===== src/rtl/m_div_controller.sv =====
//==============================================================================
// m_div_controller - restoring-divider sequencer and sign-correcting result stage
// Optional macro M_DIV_FASTPATH_EN: finish x/0 and INT_MIN/-1 directly from IDLE.
// Revision: 1.0
//==============================================================================
`default_nettype none

`ifndef MUX_R_LENGTH
`define MUX_R_LENGTH    2
`define MUX_R_KEEP      2'd0
`define MUX_R_A         2'd1
`define MUX_R_A_NEG     2'd2
`define MUX_R_SUB_KEEP  2'd3
`define MUX_D_LENGTH    2
`define MUX_D_KEEP      2'd0
`define MUX_D_B         2'd1
`define MUX_D_B_NEG     2'd2
`define MUX_D_SHR       2'd3
`define MUX_Z_LENGTH    2
`define MUX_Z_KEEP      2'd0
`define MUX_Z_ZERO      2'd1
`define MUX_Z_SHL_ADD   2'd2
`endif

module m_div_controller (
  input  logic                     clk,
  input  logic                     resetn,
  input  logic                     start,
  input  logic [1:0]               op,
  input  logic [31:0]              rs1,
  input  logic [31:0]              rs2,
  input  logic [31:0]              R,
  input  logic [31:0]              Z,
  output logic [`MUX_R_LENGTH-1:0] mux_R,
  output logic [`MUX_D_LENGTH-1:0] mux_D,
  output logic [`MUX_Z_LENGTH-1:0] mux_Z,
  output logic                     busy,
  output logic                     valid,
  output logic [31:0]              result
);

  typedef enum logic [1:0] {
    S_IDLE = 2'd0,
    S_ITER = 2'd1,
    S_FIX  = 2'd2
  } state_t;

  state_t      state_q, state_d;
  logic [4:0]  cnt_q, cnt_d;
  logic        is_rem_q, is_rem_d;
  logic        neg_quo_q, neg_quo_d;
  logic        neg_rem_q, neg_rem_d;
  logic        valid_q, valid_d;
  logic [31:0] result_q, result_d;
  logic        sgn;

  assign sgn = ~op[0];

  always_comb begin
    state_d   = state_q;
    cnt_d     = cnt_q;
    is_rem_d  = is_rem_q;
    neg_quo_d = neg_quo_q;
    neg_rem_d = neg_rem_q;
    valid_d   = 1'b0;
    result_d  = result_q;
    mux_R     = `MUX_R_KEEP;
    mux_D     = `MUX_D_KEEP;
    mux_Z     = `MUX_Z_KEEP;

    case (state_q)
      S_IDLE: begin
        if (start) begin
`ifdef M_DIV_FASTPATH_EN
          if (rs2 == 32'd0) begin
            valid_d  = 1'b1;
            result_d = op[1] ? rs1 : 32'hFFFF_FFFF;
          end else if (sgn && (rs1 == 32'h8000_0000) && (rs2 == 32'hFFFF_FFFF)) begin
            valid_d  = 1'b1;
            result_d = op[1] ? 32'd0 : 32'h8000_0000;
          end else
`endif
          begin
            // Datapath loads magnitudes; signs are restored in FIX.
            mux_R     = (sgn && rs1[31]) ? `MUX_R_A_NEG : `MUX_R_A;
            mux_D     = (sgn && rs2[31]) ? `MUX_D_B_NEG : `MUX_D_B;
            mux_Z     = `MUX_Z_ZERO;
            is_rem_d  = op[1];
            neg_quo_d = sgn && (rs1[31] ^ rs2[31]) && (rs2 != 32'd0);
            neg_rem_d = sgn && rs1[31];
            cnt_d     = 5'd0;
            state_d   = S_ITER;
          end
        end
      end

      S_ITER: begin
        mux_R = `MUX_R_SUB_KEEP;
        mux_D = `MUX_D_SHR;
        mux_Z = `MUX_Z_SHL_ADD;
        cnt_d = cnt_q + 5'd1;
        if (cnt_q == 5'd31) begin
          state_d = S_FIX;
        end
      end

      S_FIX: begin
        if (is_rem_q) begin
          result_d = neg_rem_q ? (32'd0 - R) : R;
        end else begin
          result_d = neg_quo_q ? (32'd0 - Z) : Z;
        end
        valid_d = 1'b1;
        state_d = S_IDLE;
      end

      default: begin
        state_d = S_IDLE;
      end
    endcase
  end

  always_ff @(posedge clk or negedge resetn) begin
    if (!resetn) begin
      state_q   <= S_IDLE;
      cnt_q     <= 5'd0;
      is_rem_q  <= 1'b0;
      neg_quo_q <= 1'b0;
      neg_rem_q <= 1'b0;
      valid_q   <= 1'b0;
      result_q  <= 32'd0;
    end else begin
      state_q   <= state_d;
      cnt_q     <= cnt_d;
      is_rem_q  <= is_rem_d;
      neg_quo_q <= neg_quo_d;
      neg_rem_q <= neg_rem_d;
      valid_q   <= valid_d;
      result_q  <= result_d;
    end
  end

  assign busy   = (state_q != S_IDLE);
  assign valid  = valid_q;
  assign result = result_q;

endmodule

`default_nettype wire


===== config.mk =====
export PLATFORM = sky130hd
export DESIGN_NAME = m_div_controller
export DESIGN_NICKNAME = d
export VERILOG_FILES = /design/src/rtl/m_div_controller.sv
export SDC_FILE = /design/constraint.sdc
export NUM_CORES = 1
export LEC_CHECK = 0
export CAP_MARGIN = 20
export CORE_ASPECT_RATIO = 0.8
export CORE_MARGIN = 5
export CORE_UTILIZATION = 44
export CTS_CLUSTER_SIZE = 25
export DETAILED_ROUTE_END_ITERATION = 8
export PLACE_DENSITY = 0.95
export SETUP_SLACK_MARGIN = 0.5
export SLEW_MARGIN = 40
export SYNTH_ARGS = -nofsm -noshare
export SYNTH_HDL_FRONTEND = slang
export SYNTH_SLANG_ARGS = --single-unit

===== constraint.sdc =====
create_clock -name clk -period 5.2 [get_ports clk]
set_input_delay 0.52 -clock clk [delete_from_list [all_inputs] [get_ports clk]]
set_output_delay 0.52 -clock clk [all_outputs]
set_load 0.01 [all_outputs]

---- Word level (Yosys, flattened, before mapping) ----
Cells that the tools add are included.
Widths: inputs -> output; s select.
storage, ports and cells
  register bits ........................... 43
  input port bits ......................... 133
  output and inout bits ................... 40
cells by class
  $add $sub $neg .......................... 3
  equal/unequal tests ..................... 5
  muxes and demuxes ....................... 17
  bitwise logic cells ..................... 2
  reduce and logical (&&, ||, !) cells .... 11
operator list
  kind                   number
  $mux 32                3
  $sub 1x32->32 const A  2
  $reduce_bool 32->1     1
  $pmux 2 s2             4
  $mux 2                 6
  $pmux 5 s2             1
  $reduce_and 2->1       3
  $add 5x1->5 const B    1
  $eq 5x5->1 const B     1
  $mux 5                 1
  $logic_and 1x1->1      4
  $ne 2x2->1 const B     2
  $reduce_bool 2->1      2
  $eq 2x1->1 const B     1
  $eq 2x2->1 const B     1
  $logic_not 2->1        1
  $mux 1                 2
  $not 1->1              1
  $xor 1x1->1            1

---- Logic depth before layout (Yosys ltp) ----
Gate-level depths: netlist of the first run.
  word-level depth ........................ 5
  depth in mapped cells ................... 8

---- Worst setup path before layout of the first run ----
OpenSTA, ideal clock, no wires.
  kind .................................... input to register
  from .................................... input port R[20]
  to ...................................... register result_q[31], in the netlist result[31]
  arrival ................................. 2377 ps
  required time ........................... 5069 ps
  setup slack ............................. 2691 ps
  stages .................................. 7
  path buffers ............................ 1
  path through ............................ or4_4 > or4_1 > buf_2 > or3_4 > o31ai_4 > xor2_1 > o21ai_1
between the ends
  longest elaborated chain between the ends .. 3
RTL lines
  element                 RTL line  text
  start: declaration      32        input logic [31:0] R,
  $sub 1x32->32           109       result_d = neg_rem_q ? (32'd0 - R) : R;
  $mux 32                 109
  $mux 32                 108       if (is_rem_q) begin
  end signal: assignment  139       result_q <= result_d;
  end: declaration        54        logic [31:0] result_q, result_d;
No other way between the ends.
A chain may end at the register's enable or synchronous reset.

---- Worst setup path after layout of the first run ----
  from .................................... input port Z[2]
  to ...................................... register result_q[21], in the netlist result[21]
between the ends
  longest elaborated chain between the ends .. 3
RTL lines
  element             RTL line  text
  start: declaration  33        input logic [31:0] Z,
  $sub 1x32->32       111       result_d = neg_quo_q ? (32'd0 - Z) : Z;
  $mux 32             111
  $mux 32             108
No other way between the ends.

==> reports/qor.txt, run 1 <==
number of global-route vias before repair - 3,690
final hold viol count - 0
Power Dens Cells - 280 nW/um2
Crit Reg-Reg Startpoint - state_q[0]
XOR/XNOR Fraction of Synth Area - 15.3%
WP buf/inv - 1
Max Root-Sink Buffers - 2
post-synthesis cell type count - 51
Tcrit/Tclk final - 57.5%
First-pass DRT Iterations - 4
CTS Sinks - 43
max cap viols - 0
fraction of registers with async set/reset - 100%
CP top delay family - simple AND/OR/NAND/NOR gates
number of port buffers - 141
# Post-CTS Setup Buffers - 0
clock skew - 4.42 ps
TNS Setup - 0 ps
maximum clock rate - 0.334 GHz
row count - 28
most frequent cells in the layout - clkdlybuf4s50_1 (140), nand2_1 (48), o21ai_0 (41)
Final Critical Period - 2990 ps
routed wire length - 11.3 mm
Compound-Gate Fraction of Synth Area - 24.7%
Post-Synth Simple-Gate Area - 20.9%
Max IR drop VDD - 0.237 mV
Synth warnings - 0
Finish-stage setup viols - 0
CTS Root Cell - clkbuf_8
synth top area cells - dfrtp_1 (32%), xor2_1 (8.4%), xnor2_1 (6.9%)
Routed Antenna Nets - 0
die height - 87.7 um
LEAKAGE - 0.00178 uW
GRT Overall Usage - 24.0%
worst-margin pin slew - 601 ps
R2R Setup Slk - 2780 ps
Clk pin slew, worst setup/hold paths - 80 ps
antenna violations before repair - 0
ant diodes - 0
IO Pins - 173
Max-Slew Margin vs Limit - 59.9%
GRT Residual Overflow - 0
worst-path maximum fanout - 9
drt wl/cell - 18.1 um
largest family of logic cells by synthesized area - compound AO/OA/AOI/OAI gates
r2r endpoint - result[27]
cts bufs inserted - 5
Die ar. - 9400 um2
CP arrival - 3130 ps
Layout area overhead - 46.9%
Syn Area/Cell - 8.46 um2
Worst setup SP type - input pin
post-synth top area cell - dfrtp_1
outcome - completed
Main synth FF type - dfrtp_1
Post-synth EDFFs - 0
adder-cell share of the synthesized area - 1.51%
# hold bufs at CTS - 0
CORE AREA - 7390 um2
DRC errors left - 0
share of the synthesized area in the top cell type - 32.4%
min-delay worst type - input pin to async pin
post-cts resize count - 0
vias - 3,716
RSZ-0062 raised after global routing - no
share of cells above drive strength 1 - 4.02%
die width - 107 um
total power - 1370 uW
Vias per Instance - 5.93
worst-path cell with the longest stage delay - nor4_1
critical setup path kind - input pin to flip-flop
DPL Wire Length - 8.84 mm
Worst EP required - 5340 ps
Starting Density - 45.0%
Seq cells post-synth - 43
Slowest Stage Delay on Critical Path - 540 ps
Mapped Area - 3320 um2
synthesized instance count - 393
first-pass GRT wire length - 18.0 mm
Synth Net Count - 530
largest net degree at the start of global routing - 45
mux contribution to synthesized area - 1.54%
commonest non-fill, non-tap cell in the layout - clkdlybuf4s50_1
FF-to-FF path depth - 7
GPL Wtd Cong - 0.856
crit path capture type - flip-flop
first-iteration detailed-routing DRC count - 251
layout net count - 658
Skew-Pair Late Insertion Delay - 280 ps
sequential share of the synthesized area - 32.4%
H-tree levels - 2
CTS tree - built
Max Slew Vio Count - 0
worst path cell trace - clkdlybuf4s50_1 -> nor4_1 -> nand4b_1 -> or3_1 -> o31ai_1 -> xor2_1 -> o221ai_1
-- where the power goes --
part | leakage [uW] | total [uW] | switching, uW | internal (uW)
sequential | 0.000506 | 497 | 119 | 379
clock | 0.0000482 | 217 | 110 | 107
combinational | 0.00123 | 654 | 314 | 340
-- worst register-to-register path, cell delays in order (launching register included) --
cell      delay [ps]
dfrtp_1          520
nand2b_1         150
buf_4            380
clkinv_1         360
nand2_1          440
nor3_1           100
a221oi_1         250
o21ai_1          100
-- synth_stat cells, drive strengths merged, types with 7 or more instances --
library cell,count
o31ai,21
dfrtp,43
nor2,16
nand3,7
nand2b,8
xor2,32
inv,9
o221ai,7
or3,7
clkbuf,17
a21oi,9
o21ai,45
or4,10
a22oi,8
xnor2,26
o41ai,18
nand2,48
nor4,17
-- cells by family after synthesis --
| group | after synthesis |
|---|---|
| AO/OA/AOI/OAI | 119 |
| flip-flops | 43 |
| buffers and inverters | 31 |
| XOR/XNOR | 58 |
| adder cells (fa/ha/maj) | 4 |
| AND/OR/NAND/NOR | 133 |
| multiplexers | 5 |
-- registers in the layout (all words and copies together) (netlist names) --
register	cells
result	32
state_q	2
neg_rem_q	1
is_rem_q	1
neg_quo_q	1
cnt_q	5
valid	1
-- layer usage --
metal	vias up	track usage, %	part of all wire, %
li1	1722	-	-
met1	1745	30.5	41
met2	229	40.3	46
met3	20	7.22	11
met4	0	6.04	1.8
met5	-	0	0
-- layout make-up --
cell class | count | area [um2]
clock inverter | 1 | 5.00
multi-input combinational | 319 | 2120
timing repair buffer | 142 | 1420
clock buffer | 7 | 86.3
tap | 105 | 131
fill | 595 | 2510
inverter | 10 | 37.5
sequential | 43 | 1080
-- worst max path at each step --
stage               startpoint         end  slack [ps]  depth (start not counted)
CTS                       Z[3]  result[21]        2270                          7
floorplan                R[20]  result[31]        2690                          7
global route              Z[3]  result[21]        1940                          7
detailed placement        Z[2]  result[21]        2000                          7
global placement          Z[3]  result[21]        2070                          7
finish                    Z[2]  result[21]        2210                          7
-- stage by stage --
step | cell area [um2] | cells | setup slack [ps] | utilization (%) | hold slack, ps
after floorplan | 3320 | 393 | 2690 | - | 224
after global placement | 4780 | 619 | 2070 | 64.7 | 466
after detailed placement | 4790 | 619 | 2000 | 64.8 | 463
after CTS | 4880 | 627 | 2270 | 66.0 | 231
after global routing | 4880 | 627 | 1940 | 66.0 | 245
final | 4880 | 627 | 2210 | 66.0 | 208
Note: power is estimated with default switching activity, not from simulation.
==> run 2, diff against run 1 <==
- CORE_UTILIZATION: 44 -> 40
- PLACE_DENSITY: 0.95 -> 0.93
- clock period: 5.2 -> 2.9 ns (I/O delays scaled with it)
==> reports/qor.txt, run 2 (synthesis gave the netlist of run 1 again) <==
Skew-Pair Late Insertion Delay - 300 ps (+20 ps)
Vias per Instance - 5.79 (-2.4%)
CP arrival - 2540 ps (-590 ps)
commonest non-fill, non-tap cell in the layout - clkdlybuf4s50_1
first-iteration detailed-routing DRC count - 295 (+18%)
Layout area overhead - 55.9%
Slowest Stage Delay on Critical Path - 590 ps (+50 ps)
GRT Residual Overflow - 0 (unchanged)
GPL Wtd Cong - 0.914 (+6.7%)
Finish-stage setup viols - 0 (unchanged)
die height - 91.5 um (+4.3%)
Starting Density - 41.4% (-3.5 points)
crit path capture type - flip-flop
max cap viols - 0 (unchanged)
number of flip-flops in the largest register - 32 (unchanged)
Worst EP required - 3060 ps (-2280 ps)
first-pass GRT wire length - 18.9 mm (+4.7%)
Post-DP Area - 4890 um2 (+2.2%)
worst-path maximum fanout - 4 (-5)
Max IR drop VDD - 0.270 mV (+14%)
cts bufs inserted - 5 (unchanged)
layout net count - 675 (+2.6%)
Core Util, Final - 64.6% (-1.4 points)
Max Root-Sink Buffers - 2 (unchanged)
clock skew - 10.2 ps (+5.81 ps)
worst path cell trace - dlygate4sd2_1 -> or4_4 -> or4_4 -> buf_4 -> o41ai_2 -> xor2_1 -> o221ai_1
Tcrit/Tclk final - 82.2%
pre-CTS setup slack - 9.71 ps (-1990 ps)
ant diodes - 0 (unchanged)
DPL Wire Length - 9.21 mm (+4.1%)
Power Dens Cells - 496 nW/um2 (+77%)
TNS Setup - 0 ps (unchanged)
RSZ-0062 raised after global routing - yes
maximum clock rate - 0.419 GHz
share of cells above drive strength 1 - 9.83% (+5.8 points)
CP most frequent cell - or4_4
Final Critical Period - 2380 ps
Routed Antenna Nets - 0 (unchanged)
LEAKAGE - 0.00191 uW (+7.4%)
IO Pins - 173 (unchanged)
CTS Root Cell - clkbuf_8
H-tree levels - 2 (unchanged)
largest net degree at the start of global routing - 44 (-2.2%)
Die ar. - 10,200 um2 (+8.9%)
routed wire length - 12.1 mm (+7.1%)
critical setup path kind - input pin to flip-flop
min-delay worst type - flip-flop to flip-flop
worst-path cell with the longest stage delay - or4_4
outcome - completed
Max Slew Vio Count - 0 (unchanged)
DRC errors left - 0 (unchanged)
most frequent cells in the layout - clkdlybuf4s50_1 (134), nand2_1 (47), dfrtp_1 (43)
post-route worst setup slack - 515 ps (-1690 ps)
Clk pin slew, worst setup/hold paths - 90 ps (about the same)
die width - 112 um (+4.4%)
vias - 3,744 (+0.75%)
row count - 29 (+3.6%)
Max-Slew Margin vs Limit - 50.9% (-9.0 points)
GRT Overall Usage - 22.2% (-1.8 points)
CTS Sinks - 43 (unchanged)
final instance area - 5180 um2 (+6.1%)
number of port buffers - 141 (unchanged)
CTS tree - built
CORE AREA - 8020 um2 (+8.5%)
antenna violations before repair - 0 (unchanged)
drt wl/cell - 18.8 um (+3.8%)
final hold viol count - 0 (unchanged)
First-pass DRT Iterations - 4 (unchanged)
worst-margin pin slew - 737 ps (+136 ps)
number of global-route vias before repair - 3,849 (+4.3%)
Worst setup SP type - input pin
[run 2: cell types whose count changed in the layout (fill, tap and decap cells not counted), sizes merged]
cell           previous run  this run
clkdlybuf4s50           140       134
dlygate4sd2               0         2
dlymetal6s2s              0         2
clkinvlp                  0         1
dlygate4sd3               0         1
clkdlybuf4s15             0         2
buf                       2        18
clkbuf                    7         6
[run 2: final timing paths]
path,slack [ps],endpoint,cells past startpoint,start
max,520,result[26],7,R[20]
min,490,cnt_q[3],1,cnt_q[3]
max reg2reg,700,result[21],5,state_q[0]
min reg2reg,490,cnt_q[3],1,cnt_q[3]
max in group asynchronous,2000,result[29],2,resetn
min in group asynchronous,520,result[1],2,resetn
[run 2: power breakdown]
group / leakage [uW] / internal, uW / switching (uW)
combinational: 0.00136 / 663 / 658
clock: 0.0000474 / 195 / 226
sequential: 0.000510 / 676 / 151
[run 2: layout make-up]
cell class,instances,area [um2]
clock inverter,2,16.3
clock buffer,6,82.6
timing repair buffer,159,1550
sequential,43,1080
multi-input combinational,319,2280
fill,672,2840
tap,108,135
inverter,10,37.5
[run 2: what timing repair did]
action,CTS,global route
setup buffers,2,0
pin swaps,6,3
hold buffers,1,0
gates resized for setup,11,22
hold endpoints to repair,25,0
setup endpoints to repair,8,13
[run 2: metal layers]
| metal | routed length (um) | up-vias | GRT usage, % |
|---|---|---|---|
| li1 | - | 1760 | - |
| met1 | 5180 | 1779 | 28.7 |
| met2 | 5630 | 188 | 37.2 |
| met3 | 1150 | 17 | 6.78 |
| met4 | 167 | 0 | 4.05 |
| met5 | 0 | - | 0 |
[run 2: per-stage QoR]
step	cells	total power [uW]	hold slack [ps]
3_5_place_dp	636	2080	313
5_1_grt	647	2730	520
6_report	647	2570	488
2_1_floorplan	393	1580	-5.59
3_3_place_gp	636	2030	469
4_1_cts	647	2520	492
[run 2: critical path: cells and delay by family]
| kind | cells | cell delay (ps) |
|---|---|---|
| simple gates | 2 | 1070 |
| compound gates | 2 | 490 |
| buf+inv | 2 | 420 |
| xor+xnor | 1 | 270 |
